**src/rtl/axilite_bk_pkg.sv**
```systemverilog
// Shared types and helpers for the AXI-Lite backend register bank.
// Read FSM states, decode-error data and byte-strobe merge.
package axilite_bk_pkg;

    typedef enum logic [1:0] {
        RD_IDLE = 2'd0,
        RD_WAIT = 2'd1,
        RD_DONE = 2'd2
    } rd_state_e;

    localparam logic [31:0] DECERR_DATA = 32'hDEAD_BEEF;

    function automatic logic [31:0] bk_merge_strb(
        input logic [31:0] old_v,
        input logic [31:0] new_v,
        input logic [3:0]  strb
    );
        logic [31:0] r;
        for (int k = 0; k < 4; k++) begin
            r[8*k +: 8] = strb[k] ? new_v[8*k +: 8] : old_v[8*k +: 8];
        end
        return r;
    endfunction

endpackage

```
**src/rtl/axilite_bk_rdpipe.sv**
```systemverilog
// Read pipeline: fixed-latency FSM, holding register, overrun detect.
// A request is accepted only in RD_IDLE; bk_rdata is zero unless done.
module axilite_bk_rdpipe
    import axilite_bk_pkg::*;
#(
    parameter int RD_LAT = 2
) (
    input  logic        axi_aclk,
    input  logic        axi_aresetn,
    input  logic        rstart,
    input  logic [31:0] cap_data,
    output logic [31:0] rdata,
    output logic        rdone,
    output logic        overrun
);

    rd_state_e   state_q, state_d;
    logic [3:0]  cnt_q, cnt_d;
    logic [31:0] hold_q, hold_d;

    // State, latency counter and captured read data.
    always_ff @(posedge axi_aclk or negedge axi_aresetn) begin
        if (!axi_aresetn) begin
            state_q <= RD_IDLE;
            cnt_q   <= '0;
            hold_q  <= '0;
        end else begin
            state_q <= state_d;
            cnt_q   <= cnt_d;
            hold_q  <= hold_d;
        end
    end

    // Next-state, capture and completion outputs.
    always_comb begin
        state_d = state_q;
        cnt_d   = cnt_q;
        hold_d  = hold_q;
        rdone   = 1'b0;
        rdata   = '0;
        overrun = 1'b0;
        unique case (state_q)
            RD_IDLE: begin
                if (rstart) begin
                    hold_d = cap_data;
                    if (RD_LAT == 1) begin
                        state_d = RD_DONE;
                    end else begin
                        state_d = RD_WAIT;
                        cnt_d   = 4'(RD_LAT - 1);
                    end
                end
            end
            RD_WAIT: begin
                overrun = rstart;
                if (cnt_q <= 4'd1) begin
                    state_d = RD_DONE;
                end else begin
                    cnt_d = cnt_q - 4'd1;
                end
            end
            RD_DONE: begin
                overrun = rstart;
                rdone   = 1'b1;
                rdata   = hold_q;
                state_d = RD_IDLE;
            end
            default: state_d = RD_IDLE;
        endcase
    end

endmodule

```
**src/rtl/axilite_bk_regfile.sv**
```systemverilog
// Register bank behind the AXI-Lite backend: decode, RW array,
// RO status mux, write/read forwarding and sticky error flags.
module axilite_bk_regfile
    import axilite_bk_pkg::*;
#(
    parameter int          NUM_REGS  = 16,
    parameter int          NUM_RO    = 4,
    parameter logic [31:0] BASE_ADDR = 32'h0000_0000,
    parameter int          RD_LAT    = 2,
    parameter logic [31:0] RST_VAL   = 32'h0000_0000
) (
    input  logic                       axi_aclk,
    input  logic                       axi_aresetn,
    input  logic                       bk_wstart,
    input  logic [31:0]                bk_waddr,
    input  logic [31:0]                bk_wdata,
    input  logic [3:0]                 bk_wstrb,
    input  logic                       bk_rstart,
    input  logic [31:0]                bk_raddr,
    output logic [31:0]                bk_rdata,
    output logic                       bk_rdone,
    output logic [NUM_REGS*32-1:0]     reg_q,
    output logic [NUM_REGS-1:0]        reg_wr_pulse,
    input  logic [((NUM_RO > 0) ? NUM_RO : 1)*32-1:0] sts_i,
    output logic [1:0]                 err_o,
    input  logic                       err_clr
);

    localparam int          IW     = $clog2(NUM_REGS);
    localparam int          NUM_RW = NUM_REGS - NUM_RO;
    localparam logic [31:0] MASK   = ~32'(NUM_REGS * 4 - 1);

    logic [31:0]   regs [NUM_REGS];
    logic [IW-1:0] w_idx, r_idx;
    logic          w_hit, r_hit, w_ok, w_err;
    logic [31:0]   sts_word, cap_data;
    logic          overrun;

    assign w_hit = (bk_waddr & MASK) == BASE_ADDR;
    assign r_hit = (bk_raddr & MASK) == BASE_ADDR;
    assign w_idx = bk_waddr[2 +: IW];
    assign r_idx = bk_raddr[2 +: IW];
    assign w_ok  = bk_wstart && w_hit && (int'(w_idx) < NUM_RW);
    assign w_err = bk_wstart && !w_ok;

    // RW storage; RO slots stay zero so reg_q reports 0 there.
    always_ff @(posedge axi_aclk or negedge axi_aresetn) begin
        if (!axi_aresetn) begin
            for (int i = 0; i < NUM_REGS; i++) begin
                regs[i] <= (i < NUM_RW) ? RST_VAL : '0;
            end
        end else if (w_ok) begin
            regs[w_idx] <= bk_merge_strb(regs[w_idx], bk_wdata, bk_wstrb);
        end
    end

    // One-cycle strobe marking each committed write.
    always_ff @(posedge axi_aclk or negedge axi_aresetn) begin
        if (!axi_aresetn) begin
            reg_wr_pulse <= '0;
        end else begin
            reg_wr_pulse <= '0;
            if (w_ok) begin
                reg_wr_pulse[w_idx] <= 1'b1;
            end
        end
    end

    // Sticky errors; a new error beats a simultaneous clear.
    always_ff @(posedge axi_aclk or negedge axi_aresetn) begin
        if (!axi_aresetn) begin
            err_o <= '0;
        end else begin
            err_o <= (err_o & {2{~err_clr}}) | {overrun, w_err};
        end
    end

    // Read capture source: miss, RO status, or RW with write forwarding.
    always_comb begin
        sts_word = '0;
        for (int j = 0; j < NUM_RO; j++) begin
            if (int'(r_idx) == NUM_RW + j) begin
                sts_word = sts_i[32*j +: 32];
            end
        end
        unique case (1'b1)
            !r_hit:
                cap_data = DECERR_DATA;
            int'(r_idx) >= NUM_RW:
                cap_data = sts_word;
            w_ok && (w_idx == r_idx):
                cap_data = bk_merge_strb(regs[r_idx], bk_wdata, bk_wstrb);
            default:
                cap_data = regs[r_idx];
        endcase
    end

    for (genvar g = 0; g < NUM_REGS; g++) begin : g_q
        assign reg_q[32*g +: 32] = regs[g];
    end

    axilite_bk_rdpipe #(
        .RD_LAT (RD_LAT)
    ) u_rdpipe (
        .axi_aclk    (axi_aclk),
        .axi_aresetn (axi_aresetn),
        .rstart      (bk_rstart),
        .cap_data    (cap_data),
        .rdata       (bk_rdata),
        .rdone       (bk_rdone),
        .overrun     (overrun)
    );

endmodule

```
**config.mk**
```make
export PLATFORM = sky130hd
export DESIGN_NAME = axilite_bk_regfile
export DESIGN_NICKNAME = d
export VERILOG_FILES = /design/src/rtl/axilite_bk_pkg.sv /design/src/rtl/axilite_bk_rdpipe.sv /design/src/rtl/axilite_bk_regfile.sv
export SDC_FILE = /design/constraint.sdc
export NUM_CORES = 1
export LEC_CHECK = 0
export ABC_CLOCK_PERIOD_IN_PS = 5400
export CORE_AREA = 5 5 308 310
export CTS_BUF_LIST = sky130_fd_sc_hd__clkbuf_4 sky130_fd_sc_hd__clkbuf_8
export DETAILED_ROUTE_END_ITERATION = 12
export DIE_AREA = 0 0 313 315
export RECOVER_POWER = 25
export REMOVE_ABC_BUFFERS = 1
export SLEW_MARGIN = 20
export SYNTH_ARGS = -nofsm -noshare
export SYNTH_HDL_FRONTEND = slang
export SYNTH_SLANG_ARGS = --single-unit
export TNS_END_PERCENT = 50
```
**constraint.sdc**
```tcl
create_clock -name axi_aclk -period 5.4 [get_ports axi_aclk]
set_clock_uncertainty 0.2 [all_clocks]
set_input_delay 0.81 -clock axi_aclk [delete_from_list [all_inputs] [get_ports axi_aclk]]
set_output_delay 0.81 -clock axi_aclk [all_outputs]
set_load 0.01 [all_outputs]
```
**After elaboration in Yosys (flattened, before gate mapping)**

Cells that the tools add are included.

- Bits in registers: 568
- Bits of input ports: 233
- Output and inout port bits: 563
- Logic and storage cells: 95

- $add $sub $neg: 1
- Order comparisons: 8
- Equality and inequality tests: 10
- Muxes and demuxes: 34
- Bitwise gates (word level): 5
- Reduce and logical (&&, ||, !) cells: 16

Operators with widths:

| kind | count |
|---|---|
| 512-bit bitwise mux | 1 |
| 32-bit 2-to-1 mux | 10 |
| 32-bit binary-select mux with 4-bit select | 2 |
| 32-bit demux with 4-bit select | 1 |
| 32-bit case mux with 3 select lines | 1 |
| 32-bit logical NOT | 2 |
| 8-bit 2-to-1 mux | 8 |
| 16-bit 2-to-1 mux | 1 |
| 5-bit greater-or-equal comparator, second input constant | 2 |
| 4-bit inverter with 5-bit output | 2 |
| 4-bit by 3-bit == test with 1-bit output, second input constant | 2 |
| 4-bit 2-to-1 mux | 2 |
| 4-bit case mux with 2 select lines | 1 |
| 1-bit logical AND | 6 |
| 4-bit by 5-bit < comparator with 1-bit output, second input constant | 1 |
| 5-bit by 1-bit < comparator with 1-bit output, second input constant | 1 |
| 1-bit demux with 4-bit select | 1 |
| 4-bit by 1-bit == test with 1-bit output, second input constant | 1 |
| 4-bit by 2-bit == test with 1-bit output, second input constant | 1 |
| 4-bit == test | 1 |
| 4-bit by 1-bit greater-or-equal comparator with 1-bit output, second input constant | 1 |
| 4-bit greater-or-equal comparator, second input constant | 1 |
| 4-bit by 1-bit less-or-equal comparator with 1-bit output, second input constant | 1 |
| 4-bit < comparator, second input constant | 1 |
| other kinds (17) | 23 |

**Depth between registers and ports, before layout**

Gate-level depths: netlist of the first run.

- Word-level depth: 6
- Mapped depth: 9
- Depth with buffers taken out: 7

**By module**

A second synthesis of the first run with hierarchy kept.

- Cell total of the unflattened synthesis: 2,456
- Area total of the unflattened synthesis: 29,185.5 um^2

Modules (own cells, without submodules):

| module | instances | cells an instance | area an instance (um^2) | seq. area each (um^2) |
|---|---|---|---|---|
| axilite_bk_regfile | 1 | 2,307 | 27,229.9 | 13,262.7 |
| axilite_bk_rdpipe | 1 | 149 | 1,955.6 | 950.9 |

**Worst setup path after synthesis of the first run**

OpenSTA, ideal clock, no wires.

- Path kind: input to register
- Start: input port bk_raddr[2]
- End: register u_rdpipe.hold_q[17]
- Library setup time: 131 ps
- Arrival: 2,594 ps
- Data required time: 5,069 ps
- Path slack: 2,475 ps
- Cell stages on the path: 8
- Buffers on the path: 3
- Cells stage by stage: buf_2 buf_2 buf_2 mux4_2 a22oi_1 nand2_1 o32ai_1 a21oi_1

- Word-level cells in the longest chain between the ends: 6
- Elaborated cells between the ends (all ways): 17
- Classes of those cells: order compare: 1; eq/ne: 5; mux: 9; bitwise: 1; reduce/logical: 1

Ends and longest elaborated chain:

| what | line | source |
|---|---|---|
| from (decl) | axilite_bk_regfile.sv:19 | `input logic [31:0] bk_raddr,` |
| 4-bit inverter with 5-bit output (not written as such) or 4-bit by 3-bit == test with 1-bit output (tied branches) | axilite_bk_regfile.sv:92, axilite_bk_regfile.sv:94, axilite_bk_regfile.sv:82 |  |
| 32-bit binary-select mux with 4-bit select or 32-bit 2-to-1 mux (tied branches) | axilite_bk_regfile.sv:92, axilite_bk_regfile.sv:94, axilite_bk_regfile.sv:82 |  |
| 32-bit 2-to-1 mux (on tied branches) (2 in a row) | axilite_bk_regfile.sv:92, axilite_bk_regfile.sv:94, axilite_bk_regfile.sv:82 |  |
| 8-bit 2-to-1 mux or 32-bit 2-to-1 mux (tied branches) | axilite_bk_pkg.sv:20, axilite_bk_regfile.sv:82 |  |
| 32-bit case mux with 3 select lines (*) | axilite_bk_regfile.sv:86 | `unique case (1'b1)` |
| to (signal assigned) | axilite_bk_rdpipe.sv:30 | `hold_q <= hold_d;` |
| to (decl) | axilite_bk_rdpipe.sv:19 | `logic [31:0] hold_q, hold_d;` |

Mark *: on every way between the ends. The rest lies on a longest branch, timed or not. The select of a mux whose other input is x is not followed.
A chain may end at the register's enable or synchronous reset.

==> results of run 1 <==
-- Yosys cell counts, types with 5 or more instances --
| library cell | n | share of area [%] |
|---|---|---|
| sky130_fd_sc_hd__xnor2_1 | 6 | 0.18 |
| sky130_fd_sc_hd__buf_2 | 121 | 2.1 |
| sky130_fd_sc_hd__clkbuf_1 | 188 | 2.5 |
| sky130_fd_sc_hd__inv_1 | 11 | 0.14 |
| sky130_fd_sc_hd__buf_4 | 27 | 0.71 |
| sky130_fd_sc_hd__buf_1 | 16 | 0.21 |
| sky130_fd_sc_hd__a22oi_1 | 14 | 0.37 |
| sky130_fd_sc_hd__ha_1 | 6 | 0.26 |
| sky130_fd_sc_hd__nor2_1 | 425 | 5.6 |
| sky130_fd_sc_hd__a2111oi_0 | 24 | 0.73 |
| sky130_fd_sc_hd__a311oi_1 | 24 | 0.73 |
| sky130_fd_sc_hd__or2_2 | 5 | 0.11 |
| sky130_fd_sc_hd__a21oi_1 | 442 | 7.7 |
| sky130_fd_sc_hd__and2_1 | 34 | 0.74 |
| sky130_fd_sc_hd__o22ai_1 | 24 | 0.52 |
| sky130_fd_sc_hd__nand2_1 | 64 | 0.84 |
| sky130_fd_sc_hd__dfrtp_1 | 568 | 50 |
| sky130_fd_sc_hd__mux4_2 | 272 | 21 |
| sky130_fd_sc_hd__o21ai_0 | 28 | 0.49 |
| sky130_fd_sc_hd__nor4_1 | 33 | 0.72 |
| sky130_fd_sc_hd__mux2i_1 | 77 | 2.7 |
| sky130_fd_sc_hd__o32ai_1 | 8 | 0.24 |
| sky130_fd_sc_hd__a21boi_2 | 8 | 0.31 |
| sky130_fd_sc_hd__buf_6 | 5 | 0.20 |
| sky130_fd_sc_hd__nand2b_1 | 5 | 0.11 |
-- worst max-delay path by stage --
stage	start	end	cells past startpoint	slack, ns
4_1_cts	u_rdpipe.state_q[0]	bk_rdata[22]	5	1.30
5_1_grt	axi_aresetn	reg_q[495]	4	0.66
3_3_place_gp	bk_waddr[2]	reg_q[170]	7	1.33
3_5_place_dp	bk_waddr[2]	u_rdpipe.hold_q[16]	8	1.29
2_1_floorplan	bk_waddr[24]	reg_wr_pulse[11]	3	-1.93
6_report	axi_aresetn	reg_q[235]	4	1.23
-- placed cells by master (no fill, tap or decap), types with 5 or more instances in the layout --
cell                                n
sky130_fd_sc_hd__clkdlybuf4s50_1  782
sky130_fd_sc_hd__dfrtp_1          568
sky130_fd_sc_hd__a21oi_1          441
sky130_fd_sc_hd__nor2_1           425
sky130_fd_sc_hd__mux4_2           272
sky130_fd_sc_hd__clkbuf_8         139
sky130_fd_sc_hd__mux2i_1           77
sky130_fd_sc_hd__nand2_1           64
sky130_fd_sc_hd__buf_4             54
sky130_fd_sc_hd__and2_1            32
sky130_fd_sc_hd__clkbuf_4          29
sky130_fd_sc_hd__o21ai_0           28
sky130_fd_sc_hd__o22ai_1           24
sky130_fd_sc_hd__a2111oi_0         24
sky130_fd_sc_hd__a311oi_1          24
sky130_fd_sc_hd__nor4_1            20
sky130_fd_sc_hd__a22oi_1           14
sky130_fd_sc_hd__nor4_2            13
sky130_fd_sc_hd__inv_1             11
sky130_fd_sc_hd__clkinv_2          10
sky130_fd_sc_hd__buf_12             9
sky130_fd_sc_hd__a21boi_2           8
sky130_fd_sc_hd__o32ai_1            8
sky130_fd_sc_hd__xnor2_1            6
sky130_fd_sc_hd__or2_2              5
sky130_fd_sc_hd__nand2b_1           5
sky130_fd_sc_hd__ha_1               5
-- sequential cells by signal, summed over array words and instances (netlist names) --
signal	count
err_o	2
reg_q	512
reg_wr_pulse	16
u_rdpipe.cnt_q	4
u_rdpipe.hold_q	32
u_rdpipe.state_q	2
-- critical path, cell delays in order --
cell and delay (ns):
sky130_fd_sc_hd__dlygate4sd3_1 0.52, sky130_fd_sc_hd__clkbuf_2 1.70, sky130_fd_sc_hd__clkbuf_1 1.33, sky130_fd_sc_hd__buf_4 0.45
-- power breakdown --
part | internal, mW | switching, mW
combinational | 0.607 | 0.821
sequential | 4.31 | 0.0376
clock | 2.58 | 1.93
-- cell families after synthesis --
family,Yosys count,synth area share [%]
flip-flops,568,49.66
XOR/XNOR,6,0.1836
adder cells (fa/ha/maj),6,0.2623
AND/OR/NAND/NOR,587,8.678
other,1,0.01310
multiplexers,350,24.14
AO/OA/AOI/OAI,575,11.22
buffers and inverters,368,5.841
-- routing by layer --
metal  GRT usage [%]  part of all wire [%]  vias up
met5               0                 0.054        -
met4           5.451                   2.3       10
met3           7.927                   9.2      195
met2           42.64                    50     1147
met1           30.71                    39    12320
li1                -                     -    10180
-- per-stage QoR --
| step | hold slack (ns) | instances | setup TNS [ns] |
|---|---|---|---|
| floorplan | 0.2300 | 2107 | -663.12 |
| global placement | 0.1791 | 4150 | 0 |
| detailed placement | 0.1831 | 4150 | 0 |
| CTS | 0.1961 | 4337 | 0 |
| global route | 0.2059 | 4338 | 0 |
| finish | 0.1934 | 4339 | 0 |
-- layout make-up --
cell class                 count  share of cell area (%)
sequential                   568                   36.06
multi-input combinational   1528                   32.65
timing repair buffer         858                   21.59
clock buffer                 168                   5.407
tap                         1186                   3.765
clock inverter                18                  0.4000
inverter                      11                  0.1048
antenna                        2                 0.01270
==> results.txt, run 1 <==
- Run status: complete, but fails checks
- Failing checks: capacitance limit, slew limit
* Worst setup slack for register-to-register paths: 2.74 ns
- Detailed Route WL: 126400 um
- Post-route DRC: 0
- Area Growth Syn to Fin: 37.71%
* Total setup buffers inserted after CTS: 0
- Peak Freq: 0.2396 GHz
- The min-delay analysis places its worst path in the category flip-flop to flip-flop.
* Placeable core region: 91390 sq um
- Once detailed placement completed, the half-perimeter wirelength came to around 86000 um.
- After synthesis the netlist holds a flip-flop and latch count of between 500 and 600.
- Finished Core Util: 43.13%
- Summing all flip-flop and latch instances after layout gives 14210 sq um.
- For hold timing, the worst endpoint is reg_q[429].
* Die outline area: 98600 sq um
* Endpoint of the worst-slack reg-to-reg timing path: u_rdpipe.hold_q[18]
- Counting the buffers created by CTS gives 103.
* CTS tree: yes
* Post-Synthesis Cell Area: 28620 sq um
- X dimension of the die: ~310 um
* Overall die height: 315 um
* Pin count of the biggest net entering global routing: about 130
- Detailed-route wire length per cell: 29.12 um
- Using the TritonRoute via totals, the vias-per-cell ratio works out to 5.497.
- Average size of a mapped cell: 11.63 sq um
- Input and output buffers added on the ports amount to 791.
* Final-stage net count: 3309
- Fraction of synthesis flops using an asynchronous set or reset pin: 100.0%
* Detailed router's first-iteration violation count: 1914
- STA puts the critical path data arrival time at 4.88 ns.
- Hold wc startpoint: reg_q[429]
- Fraction of final layout cells with drive strength greater than 1: ~18%
* Hold_buf cts: 1
* Via count of the routed design: ~24000
- Across the VDD grid, the largest voltage drop is between 200 and 250 uV.
- Share of the clock period used by the worst path after layout: about 77%
- In this run the deepest clock path goes through 3 buffers.
* Via count of the first global-routing pass: 24130
- The Yosys step of the flow raised 0 warnings.
* Num Clock Sinks: 568
- For the pin with the worst max-slew slack, the measured transition is 2.457 ns.
- Placer congestion estimate: 0.8104
- Initial antenna violation count: 10
- Number of enable-type register cells in the synthesized netlist: 0
- CP max FO: 81
* Footprint of the multi-input gates: 12870 sq um
- Element type at the critical path end: async pin
- Setup violations remaining at the end of the flow were counted as 0.
* Global router's overall resource usage: 24.77%
- Setup slack closes at around 1.2 ns.
- The clock reaches the later pin of the worst-skew pair after 0.73 ns.
- Number of placement rows: about 110
- Kind of start point of the critical path: input pin
- The first detailed-routing pass took 5 iterations.
- # H-tree levels: 3
- The worst hold path passes through 0 cells.
* Count of boundary I/O pins: roughly 800
* WS Path Type: input pin to async pin
- Setup repair after global routing missed its margin: no
- For this run the aggregate overflow at the end of global routing stands at 0.
- Summing all non-filler instances in the final layout gives an area of 39410 sq um.
- The final hold violation count was 0.
- Final worst path period need: 4.173 ns
- Initial Util: between 30 and 40%
- Number of nets with antenna violations after detailed routing: 0
* Total cell area at the placement stage: 37130 sq um
- Count of unique library cells instantiated by Yosys: 41
- Max cap viols: 4
- The max-slew violation count is 171.
* Relative slew slack: -63.78%
- Global-route wire length before repair: between 150000 and 200000 um
* Most frequently used flop master after synthesis: sky130_fd_sc_hd__dfrtp_1
- Syn Inst Count: around 2500
- For this design the static power due to leakage is about 16 nW.
- The design draws approximately 10 mW.
- Power spread over the standard cell area amounts to 261.0 nW/um^2.
- Clock-pin slew was measured on the worst setup and hold paths at 0.05 ns.
* Source of the worst register-to-register timing path: u_rdpipe.state_q[0]
- After filler insertion, the fill cell instance count of the layout stands at 8623.
- Sequential cells were found to cover 49.66% of the synthesized design area.
- Worst path required time: 6.11 ns
* Dpl ws: 1.285 ns
* Number of gates given a new drive strength after cts: 0
- Measured in cells, the most critical reg-to-reg path has a length of 6.
- Clock tree synthesis selected as its root buffer the cell sky130_fd_sc_hd__clkbuf_8.
No activity file was read; power rests on OpenSTA's default activity.
==> run 2, diff against run 1 <==
ABC_CLOCK_PERIOD_IN_PS = 3860   (was 5400)
clock period = 3.86 ns   (was 5.4 ns; I/O delays follow)
==> run 2 against run 1 <==
The flow still finishes with violations (capacitance limit, slew limit); worst setup slack lost 1.0 ns; non-clock buffer count grew 60; clock-buffer cell count shrank 6; sequential share of layout area shrank 0.76 points; final area grew 2.2%; hold slack gained 0.0018 ns; sequential power grew 40%; wire length grew 0.72%; power grew 44%; largest cell class unchanged.
==> results.txt, run 2 (same netlist as run 1, synthesis figures left out) <==
- Global-route wire length before repair: 180400 um (+1.1%)
- Hold wc startpoint: reg_q[486]
* Worst path required time: 3.08 ns (-3.03 ns)
- The power density over the cells was 367.8 nW/um^2 (+41%).
- Final hold violations: 0 (unchanged)
- The source-to-sink clock delay at the later pin of the worst-skew pair is 0.74 ns (about the same).
- Num Clock Sinks: 568 (unchanged)
* Endpoint of the worst-slack reg-to-reg timing path: u_rdpipe.hold_q[21]
- The utilization after layout is 44.06% (+0.93 points).
* Overall die height: 315 um (unchanged)
* Initial Util: 31.32% (unchanged)
- R2R depth: 6 (unchanged)
- Leak Pwr: 16.75 nW (+2.4%)
- The number of clock buffers inserted by TritonCTS was 103 (unchanged).
- In the layout the commonest cells are 782 x sky130_fd_sc_hd__clkdlybuf4s50_1, 568 x sky130_fd_sc_hd__dfrtp_1, 442 x sky130_fd_sc_hd__a21oi_1, 425 x sky130_fd_sc_hd__nor2_1, 272 x sky130_fd_sc_hd__mux4_2.
* Type of the most critical hold path: flip-flop to flip-flop
- The total wirelength of the detailed-routed design was 127300 um (+0.72%).
- Final HPWL from detailed placement: 89470 um (+4.3%)
- The layout cell share with drive strength beyond 1 is 19.65% (+1.6 points).
* Via count of the first global-routing pass: 24630 (+2.1%)
- Remaining global-route overflow: 0 (unchanged)
- For hold timing, the worst endpoint is reg_q[486].
* Count of boundary I/O pins: 796 (unchanged)
- The max-slew violation count is 72 (-58%).
- Worst setup slack for register-to-register paths: 1.18 ns (-1.56 ns)
- The highest net fanout along the worst path is 15 (-81%).
- Slew of the pin with the lowest slew margin: 2.473 ns (+0.01592 ns)
- The area inside the core boundary was 91390 sq um (unchanged).
- Peak Freq: 0.2740 GHz
- WS Path Type: flip-flop to output port
* Arrival time reported for the critical path endpoint: 2.87 ns (-2.01 ns)
- Setup repair after global routing left no endpoint under its margin.
* Total iterations of the first detailed-routing run: 7 (+2)
* Number of placement rows: 111 (unchanged)
- The routed length per instance is 28.93 um (-0.68%).
* Pin count of the biggest net entering global routing: 75 (-41%)
- X dimension of the die: 313 um (unchanged)
- Via count of the routed design: 24270 (+1.8%)
- Compared with the post-synthesis result, the final layout area differs by 40.69%.
- The library cell used most frequently in the layout, excluding fill and tap cells, is sky130_fd_sc_hd__clkdlybuf4s50_1.
* Placer congestion estimate: 0.8171 (+0.83%)
- Global router's overall resource usage: 25.02% (+0.25 points)
* Number of nets with antenna violations after detailed routing: 0 (unchanged)
- The number of antenna violations at the first check in global routing came to 11 (+1).
- The maximum VDD drop is 251.8 uV (+19%).
- Number of setup violations in the final report: 0 (unchanged)
- The max-cap check violation count is 1 (-3).
- Final-stage net count: 3369 (+1.8%)
* Element type at the critical path end: output port
- The DRC violations left came to 0 (unchanged).
* Via count normalized by instance count: 5.517 (+0.35%)
* Hold Path Depth: 0 (unchanged)
- Relative slew slack: -64.84% (-1.1 points)
- CTS placed an instance of sky130_fd_sc_hd__clkbuf_8 at the clock tree root.
- The worst hold slack after final layout came to 0.1952 ns (+0.001818 ns).
- Final worst path period need: 3.649 ns
- Run status: complete, but fails checks
* Failing checks: capacitance limit, slew limit
* CTS tree: yes
- Maximum buffer depth of the clock tree: 3 (unchanged)
* Total negative slack for setup checks: 0 ns (unchanged)
- Source of the worst register-to-register timing path: u_rdpipe.state_q[0]
- The flip-flop count of the largest register after layout is 512 (unchanged).
- The number of instances resized during post-cts repair is 0 (unchanged).
- STA classifies the critical path startpoint as a flip-flop.
* Die outline area: 98600 sq um (unchanged)
- In the finished design, the share of the clock period the worst path needs comes to a little over nine tenths.
- The clock transition time at the flip-flop clock pins of the worst setup and hold paths came to 0.06 ns (about the same).
- The count of port buffers added during placement is 791 (unchanged).
- The maximum level of the CTS H-tree was 3 (unchanged).
- Crit. Startpoint: u_rdpipe.state_q[0]
- The first-iteration detailed-routing DRC count came to 2051 (+7.2%).
## run 2: worst max-delay path: stages (launching register included)
cell and delay (ns):
sky130_fd_sc_hd__dfrtp_1 0.40, sky130_fd_sc_hd__inv_1 0.12, sky130_fd_sc_hd__ha_2 0.49, sky130_fd_sc_hd__buf_4 0.34, sky130_fd_sc_hd__and2_1 0.21, sky130_fd_sc_hd__clkdlybuf4s50_1 0.59
## run 2: final cells by class
type | count | area (sq um)
Clock inverter | 25 | 322.8
Tap cell | 1186 | 1484
Multi-Input combinational cell | 1528 | 12860
Timing Repair Buffer | 918 | 9235
Fill cell | 8566 | 51120
Sequential cell | 568 | 14210
Inverter | 11 | 41.29
Antenna cell | 2 | 5.005
Clock buffer | 162 | 2098
## run 2: layer usage
| metal | vias to the layer above | wire length [um] | global-route usage, % |
|---|---|---|---|
| met3 | 187 | 11640 | 7.303 |
| met4 | 14 | 3261 | 6.718 |
| met5 | - | 88 | 0 |
| met1 | 12580 | 49500 | 31.41 |
| met2 | 1212 | 62790 | 42.56 |
| li1 | 10290 | - | - |
## run 2: timing repair
| action | CTS | global route |
|---|---|---|
| endpoints found under the hold margin | 61 | 0 |
| hold buffers | 1 | 0 |
| buffers inserted | 0 | 0 |
## run 2: through the flow
| step | std cells | setup WS, ns | area (sq um) | power (mW) |
|---|---|---|---|---|
| 2_1_floorplan | 2107 | -3.240 | 27000 | 6.868 |
| 3_3_place_gp | 4210 | 0.4137 | 37880 | 8.277 |
| 3_5_place_dp | 4210 | 0.3776 | 37880 | 8.287 |
| 4_1_cts | 4398 | 0.07147 | 40310 | 14.98 |
| 5_1_grt | 4399 | 0.06224 | 40260 | 15.36 |
| 6_report | 4400 | 0.2108 | 40260 | 14.81 |
## run 2: how the worst max path moves through the flow
stage,cells after the start,to
final,5,bk_rdata[22]
after global routing,5,bk_rdata[22]
after CTS,5,bk_rdata[22]
after detailed placement,8,u_rdpipe.hold_q[12]
after global placement,8,u_rdpipe.hold_q[15]
after floorplan,3,reg_wr_pulse[11]
## run 2: power by group
group          switching, mW  leakage, nW  internal (mW)  total, mW
clock network           2.74         1.25           3.91       6.65
logic                   1.17         7.73          0.907       2.08
registers             0.0508         7.78           6.03       6.08
total                   3.96         16.8           10.9       14.8
